<file path="src/rtl/alu_exec.sv">
// Single-issue ALU execution stage with valid/ready handshakes on both sides.
// Operands are captured on acceptance, computed in EXEC and held in HOLD until consumed.
module alu_exec #(
    parameter int unsigned WIDTH = 32
) (
    input  logic             clk,
    input  logic             rst_n,
    input  logic             in_valid,
    output logic             in_ready,
    input  logic [3:0]       alu_ctrl,
    input  logic [WIDTH-1:0] op_a,
    input  logic [WIDTH-1:0] op_b,
    output logic             out_valid,
    input  logic             out_ready,
    output logic [WIDTH-1:0] result,
    output logic             zero,
    output logic             overflow,
    output logic             illegal,
    output logic [15:0]      op_count
);

    localparam int unsigned CTRL_W = 4;
    localparam int unsigned CNT_W  = 16;

    localparam logic [CTRL_W-1:0] CTRL_AND = 4'b0000;
    localparam logic [CTRL_W-1:0] CTRL_OR  = 4'b0001;
    localparam logic [CTRL_W-1:0] CTRL_ADD = 4'b0010;
    localparam logic [CTRL_W-1:0] CTRL_SUB = 4'b0110;
    localparam logic [CTRL_W-1:0] CTRL_SLT = 4'b0111;
    localparam logic [CTRL_W-1:0] CTRL_NOR = 4'b1100;

    localparam logic [CNT_W-1:0] CNT_MAX = '1;

    typedef enum logic [1:0] {
        IDLE = 2'd0,
        EXEC = 2'd1,
        HOLD = 2'd2
    } state_e;

    state_e              state_q,     state_d;
    logic [CTRL_W-1:0]   ctrl_q,      ctrl_d;
    logic [WIDTH-1:0]    a_q,         a_d;
    logic [WIDTH-1:0]    b_q,         b_d;
    logic [WIDTH-1:0]    result_q,    result_d;
    logic                zero_q,      zero_d;
    logic                overflow_q,  overflow_d;
    logic                illegal_q,   illegal_d;
    logic                out_valid_q, out_valid_d;
    logic [CNT_W-1:0]    op_count_q,  op_count_d;

    logic [WIDTH-1:0]    sum_c;
    logic [WIDTH-1:0]    diff_c;
    logic                add_ovf_c;
    logic                sub_ovf_c;
    logic                slt_c;
    logic [WIDTH-1:0]    alu_res_c;
    logic                alu_ovf_c;
    logic                alu_ill_c;

    // Arithmetic on the captured operands; SLT uses the true sign of a-b (sign xor overflow)
    always_comb begin
        sum_c     = a_q + b_q;
        diff_c    = a_q - b_q;
        add_ovf_c = (a_q[WIDTH-1] == b_q[WIDTH-1]) && (sum_c[WIDTH-1]  != a_q[WIDTH-1]);
        sub_ovf_c = (a_q[WIDTH-1] != b_q[WIDTH-1]) && (diff_c[WIDTH-1] != a_q[WIDTH-1]);
        slt_c     = diff_c[WIDTH-1] ^ sub_ovf_c;
    end

    // Operation decode; unsupported codes yield a zero result flagged illegal
    always_comb begin
        alu_res_c = '0;
        alu_ovf_c = 1'b0;
        alu_ill_c = 1'b0;
        case (ctrl_q)
            CTRL_AND: alu_res_c = a_q & b_q;
            CTRL_OR:  alu_res_c = a_q | b_q;
            CTRL_ADD: begin
                alu_res_c = sum_c;
                alu_ovf_c = add_ovf_c;
            end
            CTRL_SUB: begin
                alu_res_c = diff_c;
                alu_ovf_c = sub_ovf_c;
            end
            CTRL_SLT: alu_res_c = WIDTH'(slt_c);
            CTRL_NOR: alu_res_c = ~(a_q | b_q);
            default:  alu_ill_c = 1'b1;
        endcase
    end

    // Next-state and registered-output logic
    always_comb begin
        state_d     = state_q;
        ctrl_d      = ctrl_q;
        a_d         = a_q;
        b_d         = b_q;
        result_d    = result_q;
        zero_d      = zero_q;
        overflow_d  = overflow_q;
        illegal_d   = illegal_q;
        out_valid_d = out_valid_q;
        op_count_d  = op_count_q;

        case (state_q)
            IDLE: begin
                if (in_valid) begin
                    ctrl_d  = alu_ctrl;
                    a_d     = op_a;
                    b_d     = op_b;
                    state_d = EXEC;
                end
            end
            EXEC: begin
                result_d    = alu_res_c;
                zero_d      = (alu_res_c == '0);
                overflow_d  = alu_ovf_c;
                illegal_d   = alu_ill_c;
                out_valid_d = 1'b1;
                state_d     = HOLD;
            end
            HOLD: begin
                if (out_ready) begin
                    out_valid_d = 1'b0;
                    if (op_count_q != CNT_MAX) begin
                        op_count_d = op_count_q + CNT_W'(1);
                    end
                    state_d = IDLE;
                end
            end
            default: begin
                out_valid_d = 1'b0;
                state_d     = IDLE;
            end
        endcase
    end

    always_ff @(posedge clk or negedge rst_n) begin
        if (!rst_n) begin
            state_q     <= IDLE;
            ctrl_q      <= '0;
            a_q         <= '0;
            b_q         <= '0;
            result_q    <= '0;
            zero_q      <= 1'b0;
            overflow_q  <= 1'b0;
            illegal_q   <= 1'b0;
            out_valid_q <= 1'b0;
            op_count_q  <= '0;
        end else begin
            state_q     <= state_d;
            ctrl_q      <= ctrl_d;
            a_q         <= a_d;
            b_q         <= b_d;
            result_q    <= result_d;
            zero_q      <= zero_d;
            overflow_q  <= overflow_d;
            illegal_q   <= illegal_d;
            out_valid_q <= out_valid_d;
            op_count_q  <= op_count_d;
        end
    end

    // Ready depends on state alone, so it never loops back from in_valid
    assign in_ready  = (state_q == IDLE);
    assign out_valid = out_valid_q;
    assign result    = result_q;
    assign zero      = zero_q;
    assign overflow  = overflow_q;
    assign illegal   = illegal_q;
    assign op_count  = op_count_q;

endmodule
</file>
<file path="config.mk">
export PLATFORM = sky130hd
export DESIGN_NAME = alu_exec
export DESIGN_NICKNAME = d
export VERILOG_FILES = /design/src/rtl/alu_exec.sv
export SDC_FILE = /design/constraint.sdc
export NUM_CORES = 1
export LEC_CHECK = 0
export CORE_MARGIN = 2
export CORE_UTILIZATION = 30
export CTS_CLUSTER_SIZE = 24
export DETAILED_ROUTE_END_ITERATION = 10
export GPL_ROUTABILITY_DRIVEN = 0
export MAX_ROUTING_LAYER = met4
export PLACE_DENSITY = 0.59
export SYNTH_ARGS = -nofsm -noshare
export SYNTH_HDL_FRONTEND = slang
export SYNTH_SLANG_ARGS = --single-unit
</file>
<file path="constraint.sdc">
create_clock -name clk -period 4.7 [get_ports clk]
set_input_delay 0.94 -clock clk [delete_from_list [all_inputs] [get_ports clk]]
set_output_delay 0.94 -clock clk [all_outputs]
set_load 0.02 [all_outputs]
</file>
==> results of run 1 <==
Yosys cell counts (5+ instances only):
master and n:
nand3_1 26, o21bai_1 12, a21o_1 9, clkbuf_1 77, a211oi_1 12, nor2_1 84, nor2b_1 10, o21ai_0 138
o21a_1 8, ha_1 103, dfrtp_1 122, o221ai_1 5, and2_1 7, a221oi_1 11, o211ai_1 12, nand2b_1 7
xor2_1 7, xnor2_1 20, mux2_2 7, nor3_1 21, o31ai_1 14, o22a_1 10, a21oi_1 79, nand4_1 14
a31oi_1 8, o22ai_1 18, nor4_1 13, nand2_1 175, and3_1 8, inv_1 108, mux2i_1 8, o2111ai_1 6
o31a_1 7, o2bb2ai_1 5, a22oi_1 31
layer usage:
metal,vias up,track usage,part of all wire
li1,5074,-,-
met4,0,0.0681,0.028
met5,-,-,0
met2,518,0.310,0.44
met3,82,0.0447,0.082
met1,5063,0.270,0.45
logic make-up (layout without fill, tap and decap cells):
group,after synthesis,in the layout,share of synthesized area
AO/OA/AOI/OAI,434,434,0.278
XOR/XNOR,27,27,0.0233
adder cells (fa/ha/maj),106,106,0.133
buffers and inverters,191,444,0.0712
flip-flops,122,122,0.300
multiplexers,15,15,0.0156
AND/OR/NAND/NOR,394,394,0.179
state kept, by name, indices dropped and copies added, names as in the netlist:
| register | count |
|---|---|
| a_q | 32 |
| b_q | 32 |
| ctrl_q | 4 |
| illegal | 1 |
| op_count | 16 |
| out_valid | 1 |
| overflow | 1 |
| result | 32 |
| state_q | 2 |
| zero | 1 |
final cells by class:
cell class                      count  area (um^2)
Fill cell                        3371        19700
Clock buffer                       18          439
Inverter                          109          409
Clock inverter                     13          216
Sequential cell                   122         3050
Timing Repair Buffer              304         2590
Tap cell                          448          561
Multi-Input combinational cell    976         6520
worst max-delay path, cell delays in order (launching register included):
cell and delay [ps]:
dfrtp_1 340, inv_1 70, ha_1 350, nor2_4 140, buf_4 130, o211ai_1 100
a31oi_1 360, o311ai_4 190, nor4b_4 310, o41a_1 200, nor2_1 50, o21bai_1 130
a21oi_1 100, fa_2 330, and4b_1 240, a31o_2 240, a221oi_4 290, o2111ai_2 180
a2111oi_2 240, nand4bb_1 150, nor4_2 160, nand4_1 140, nor4_1 260, nand4_1 150
o31ai_2 230
worst paths after layout:
path                                      from               endpoint  cells past startpoint
max                         a_q[9]$_DFFE_PN0P_       zero$_DFFE_PN0P_                     24
min                                      rst_n  result[4]$_DFFE_PN0P_                      1
max reg2reg                 a_q[9]$_DFFE_PN0P_       zero$_DFFE_PN0P_                     24
min reg2reg                illegal$_DFFE_PN0P_    illegal$_DFFE_PN0P_                      2
max in group asynchronous                rst_n    b_q[25]$_DFFE_PN0P_                      2
min in group clk           illegal$_DFFE_PN0P_    illegal$_DFFE_PN0P_                      2
repair_timing:
| item | CTS | global route |
|---|---|---|
| pin swaps | 7 | 1 |
| setup endpoints to repair | 1 | 1 |
| buffers inserted | 2 | 1 |
| resized for setup | 5 | 2 |
| hold buffers | 0 | 0 |
metrics by stage:
step                cell area (um^2)  setup TNS [ps]  total power, uW
global route                   13800            -815            13000
detailed placement             13100            -571            10300
CTS                            13800            -513            12000
floorplan                      10200           -32.3             6910
global placement               13100            -419            10300
finish                         13800            -480            12100
power groups by stage:
stage / Combinational, uW / Clock (uW) / Sequential, uW
final: 8800 / 1510 / 1820
after global routing: 9590 / 1570 / 1890
after CTS: 8640 / 1520 / 1830
after detailed placement: 8500 / 0 / 1840
after global placement: 8450 / 0 / 1820
after floorplan: 4960 / 0 / 1950
layout by cell type (no fill, tap or decap), drive strengths merged, types with 6 or more instances in the layout:
cell type and count:
a211oi 12, a21o 9, a21oi 79, a221oi 11, a22oi 31, a31oi 8, and2 9, and3 8
buf 181, clkbuf 18, clkdlybuf4s50 123, clkinv 7, dfrtp 122, ha 103, inv 110, mux2 7
mux2i 8, nand2 175, nand2b 7, nand3 26, nand4 14, nor2 84, nor2b 10, nor3 21
nor4 14, o2111ai 6, o211ai 12, o21a 8, o21ai 139, o21bai 12, o22a 10, o22ai 18
o31a 7, o31ai 15, xnor2 20, xor2 7
==> results.json, run 1 <==
{
  "wirelength_um": 35300,
  "drtIter0Drc": 1075,
  "final_antenna_net_count": 0,
  "drc": 0,
  "dp_hpwl_um": 27000,
  "placed_cells_incl_taps": 1956,
  "maxCapViolCount": 0,
  "grt_pass1_wl_um": 56400,
  "ys_seq_area_frac": 0.300,
  "slew_headroom": 0.286,
  "clk_pin_slew_ps": 60,
  "path_max_fanout": 4,
  "insertedDiodeCount": 0,
  "syn-cell-area_um2": 10200,
  "postLayoutCoreUtil": 0.412,
  "clkPwrFrac": 0.125,
  "setup_violations": 1,
  "end_kind": "flip-flop",
  "synth-main-ff-cell": "dfrtp_1",
  "outcome": "finished, violations left",
  "yosys-top-cells-area": "dfrtp_1 (30%), ha_1 (13%), o21ai_0 (6.8%)",
  "switching_share": 0.499,
  "violations": "setup timing",
  "syn_area_per_cell_um2": 7.89,
  "p_comb_frac": 0.725,
  "post_synth_inst_count": 1289,
  "ys_types": 78,
  "finalCritPeriodShare": 1.10,
  "dr.pass1.iters": 8,
  "holdCritPathClass": "in2async",
  "clockBufferDepth": 2,
  "peakVddDrop_v": 0.000360,
  "gr-total-overflow": 0,
  "ys_ff_latch": 122,
  "syn-num-nets": 1467,
  "worst_slew_pin_slew_ps": 1060,
  "synth_top_area_frac": 0.300,
  "cts.sinks": 122,
  "num_vias": 10737,
  "fp.dieArea_um2": 35400,
  "hold_slack_ps": 441,
  "grt_max_degree": 111,
  "routedWlPerCell_um": 17.7,
  "yosysWarnings": 0,
  "drive_gt1_frac": 0.163,
  "fin_crit_ps": 5180,
  "synth_top_area_cell": "dfrtp_1",
  "numCtsBuffers": 17,
  "final_hold_viol_count": 0,
  "vias_per_cell": 5.40,
  "r2r_slack_ps": -480,
  "synth_edf_count": 0,
  "layout.cells.non_filler": 1990,
  "antenna_found_initial": 0,
  "clock_latency_ps": 430,
  "p_per_area_nw_per_um2": 881,
  "setup_slack_ps": -480,
  "slew_viol_final": 0,
  "htreeDepth": 4,
  "skew_ps": 13.0,
  "rsz0062_at_grt": "true",
  "cts_root_buf": "clkbuf_16",
  "io_pins": 125,
  "cp.arrival_ps": 5510,
  "grt_pass1_vias": 10490,
  "die_x_um": 188,
  "portBuffers": 124,
  "rows": 67,
  "fin_nets": 1708,
  "p_seq_frac": 0.150,
  "power_leakage_uw": 0.00609,
  "intPower_uw": 6080,
  "die_h_um": 188,
  "start_util": 0.304,
  "cp-start-kind": "flip-flop",
  "preCtsSetupSlack_ps": -571,
  "grtUsageTotal": 0.205,
  "fmax_ghz": 0.193,
  "ys_async_sr_fraction": 1.00,
  "area_growth_pct": 35.6,
  "switching_power_uw": 6060,
  "path_class": "reg2reg",
  "required_ps": 5030,
  "cts_tree": "done",
  "core_area_um2": 33400
}
No activity file was read; power rests on OpenSTA's default activity.
==> run 2, diff against run 1 <==
--- a/config.mk
+++ b/config.mk
@@ -10,8 +10,9 @@
 export CTS_CLUSTER_SIZE = 24
 export DETAILED_ROUTE_END_ITERATION = 10
 export GPL_ROUTABILITY_DRIVEN = 0
+export GPL_TIMING_DRIVEN = 0
 export MAX_ROUTING_LAYER = met4
-export PLACE_DENSITY = 0.59
+export PLACE_DENSITY = 0.57
 export SYNTH_ARGS = -nofsm -noshare
 export SYNTH_HDL_FRONTEND = slang
 export SYNTH_SLANG_ARGS = --single-unit
==> constraint.sdc (replaced) <==
create_clock -name clk -period 6 [get_ports clk]
set_input_delay 1.2 -clock clk [delete_from_list [all_inputs] [get_ports clk]]
set_output_delay 1.2 -clock clk [all_outputs]
set_load 0.02 [all_outputs]
==> results.json, run 2 (synthesized netlist as in run 1, its figures left out) <==
{
  "finalCritPeriodShare": 0.959,
  "fin_nets": 1616,
  "clkPwrFrac": 0.121,
  "die_x_um": 188,
  "skew_ps": 17.2,
  "start_util": 0.304,
  "path_class": "reg2reg",
  "postLayoutCoreUtil": 0.384,
  "fmax_ghz": 0.174,
  "rsz0062_at_grt": "false",
  "slew_headroom": 0.198,
  "clockBufferDepth": 2,
  "core_area_um2": 33400,
  "setup_violations": 0,
  "place_area_um2": 12000,
  "io_pins": 125,
  "grt_pass1_vias": 10383,
  "clk_pin_slew_ps": 60,
  "met2_usage": 0.332,
  "portBuffers": 124,
  "p_comb_frac": 0.716,
  "cts_root_buf": "clkbuf_16",
  "drive_gt1_frac": 0.0710,
  "worst_slew_pin_slew_ps": 1200,
  "placed_cells_incl_taps": 1862,
  "rows": 67,
  "grt_pass1_wl_um": 59700,
  "layout.cells.non_filler": 1899,
  "peakVddDrop_v": 0.000260,
  "outcome": "complete, no violations",
  "dr.pass1.iters": 5,
  "final_antenna_net_count": 0,
  "switching_power_uw": 4840,
  "insertedDiodeCount": 0,
  "fill_cells": 3445,
  "path_max_fanout": 4,
  "wirelength_um": 38100,
  "num_vias": 10451,
  "dp_hpwl_um": 29400,
  "maxCapViolCount": 0,
  "gr-total-overflow": 0,
  "drtIter0Drc": 983,
  "p_seq_frac": 0.163,
  "cp.arrival_ps": 6110,
  "cts.sinks": 122,
  "numCtsBuffers": 17,
  "globalRouteMet1Util": 0.297,
  "htreeDepth": 4,
  "area_growth_pct": 26.4,
  "drc": 0,
  "cp-start-kind": "flip-flop",
  "fin_crit_ps": 5760,
  "power_leakage_uw": 0.00533,
  "final_hold_viol_count": 0,
  "slew_viol_final": 0,
  "finalInstanceArea_um2": 12900,
  "intPower_uw": 3950,
  "holdCritPathClass": "reg2reg",
  "routedWlPerCell_um": 20.1,
  "clock_latency_ps": 460,
  "p_per_area_nw_per_um2": 685,
  "required_ps": 6360,
  "cts_tree": "done",
  "cts-hold-fix-buffers": 0,
  "layout_common_cells": "nand2_1 (173), o21ai_0 (138), clkdlybuf4s50_1 (123)",
  "antenna_found_initial": 0,
  "fp.dieArea_um2": 35400,
  "grt-busiest-layer": "met2",
  "vias_per_cell": 5.50,
  "grtUsageTotal": 0.223,
  "mostFrequentLayoutCell": "nand2_1",
  "switching_share": 0.551,
  "die_h_um": 188,
  "end_kind": "flip-flop",
  "grt_max_degree": 81,
  "grtUsageMet3": 0.0412
}
-- run 2: cell count changes in the layout (fill, tap and decap cells not counted), moves of 3 or more --
cell / change
ha_4: +4
buf_1: +4
clkbuf_1: +74
inv_6: +3
ha_1: -5
clkinv_4: -3
inv_8: +4
buf_4: -173
inv_2: +8
inv_1: -9
bufinv_16: -4
-- run 2: worst paths after layout --
check	startpoint	end	slack (ps)	cells past startpoint
min	result[1]$_DFFE_PN0P_	result[1]$_DFFE_PN0P_	480	2
min reg2reg	result[1]$_DFFE_PN0P_	result[1]$_DFFE_PN0P_	480	2
max in group asynchronous	rst_n	b_q[26]$_DFFE_PN0P_	4600	2
max	a_q[1]$_DFFE_PN0P_	zero$_DFFE_PN0P_	240	23
max reg2reg	a_q[1]$_DFFE_PN0P_	zero$_DFFE_PN0P_	240	23
min in group asynchronous	rst_n	b_q[2]$_DFFE_PN0P_	660	1
-- run 2: per-stage QoR --
stage | power (uW) | hold slack (ps) | TNS (ps) | setup WS, ps
final | 8800 | 481 | 0 | 243
after global routing | 9450 | 502 | 0 | 14.8
after CTS | 8420 | 485 | 0 | 38.1
after detailed placement | 7290 | 470 | -779 | -779
after global placement | 7240 | 466 | -142350 | -1180
after floorplan | 5360 | 513 | 0 | 878
-- run 2: layer usage --
layer | vias up | wire, um
li1 | 4902 | -
met1 | 4951 | 17200
met2 | 506 | 16700
met3 | 92 | 2920
met4 | 0 | 1210
met5 | - | 0
-- run 2: power groups by stage --
stage          clock network, uW  registers (uW)  logic [uW]
2_1_floorplan                  0            1530        3840
3_3_place_gp                   0            1430        5810
3_5_place_dp                   0            1450        5840
4_1_cts                     1070            1440        5910
5_1_grt                     1120            1490        6850
6_report                    1060            1440        6300
-- run 2: worst max-delay path, stage by stage (launching register included) --
cell and delay [ps]:
dfrtp_1 420, inv_4 70, ha_4 260, o21bai_2 200
nand2_2 140, a2111oi_4 500, o311ai_4 180, nor4b_4 380
o41a_1 260, nor2_1 70, o21bai_1 190, a21oi_2 90
fa_2 390, and4b_1 220, a31o_2 240, a221oi_4 270
o2111ai_2 150, a2111oi_2 360, nand4bb_1 150, nor4_2 270
nand4_1 170, nor4_2 300, nand4_1 180, o31ai_2 210
-- run 2: area by class of cell --
class	count	area (um^2)	area share
plain buffers	79	298	0.0232
clock buffers	17	425	0.0331
clock inverters	15	156	0.0122
inverters	109	412	0.0320
multi-input cells	976	6620	0.515
flip-flops and latches	122	3050	0.238
well taps	448	561	0.0436
repair buffers	133	1330	0.103
-- run 2: repair_timing --
item | in CTS | in global routing
setup buffers | 0 | 8
pin swaps | 2 | 21
setup endpoints to repair | 1 | 1
gates resized for setup | 6 | 42
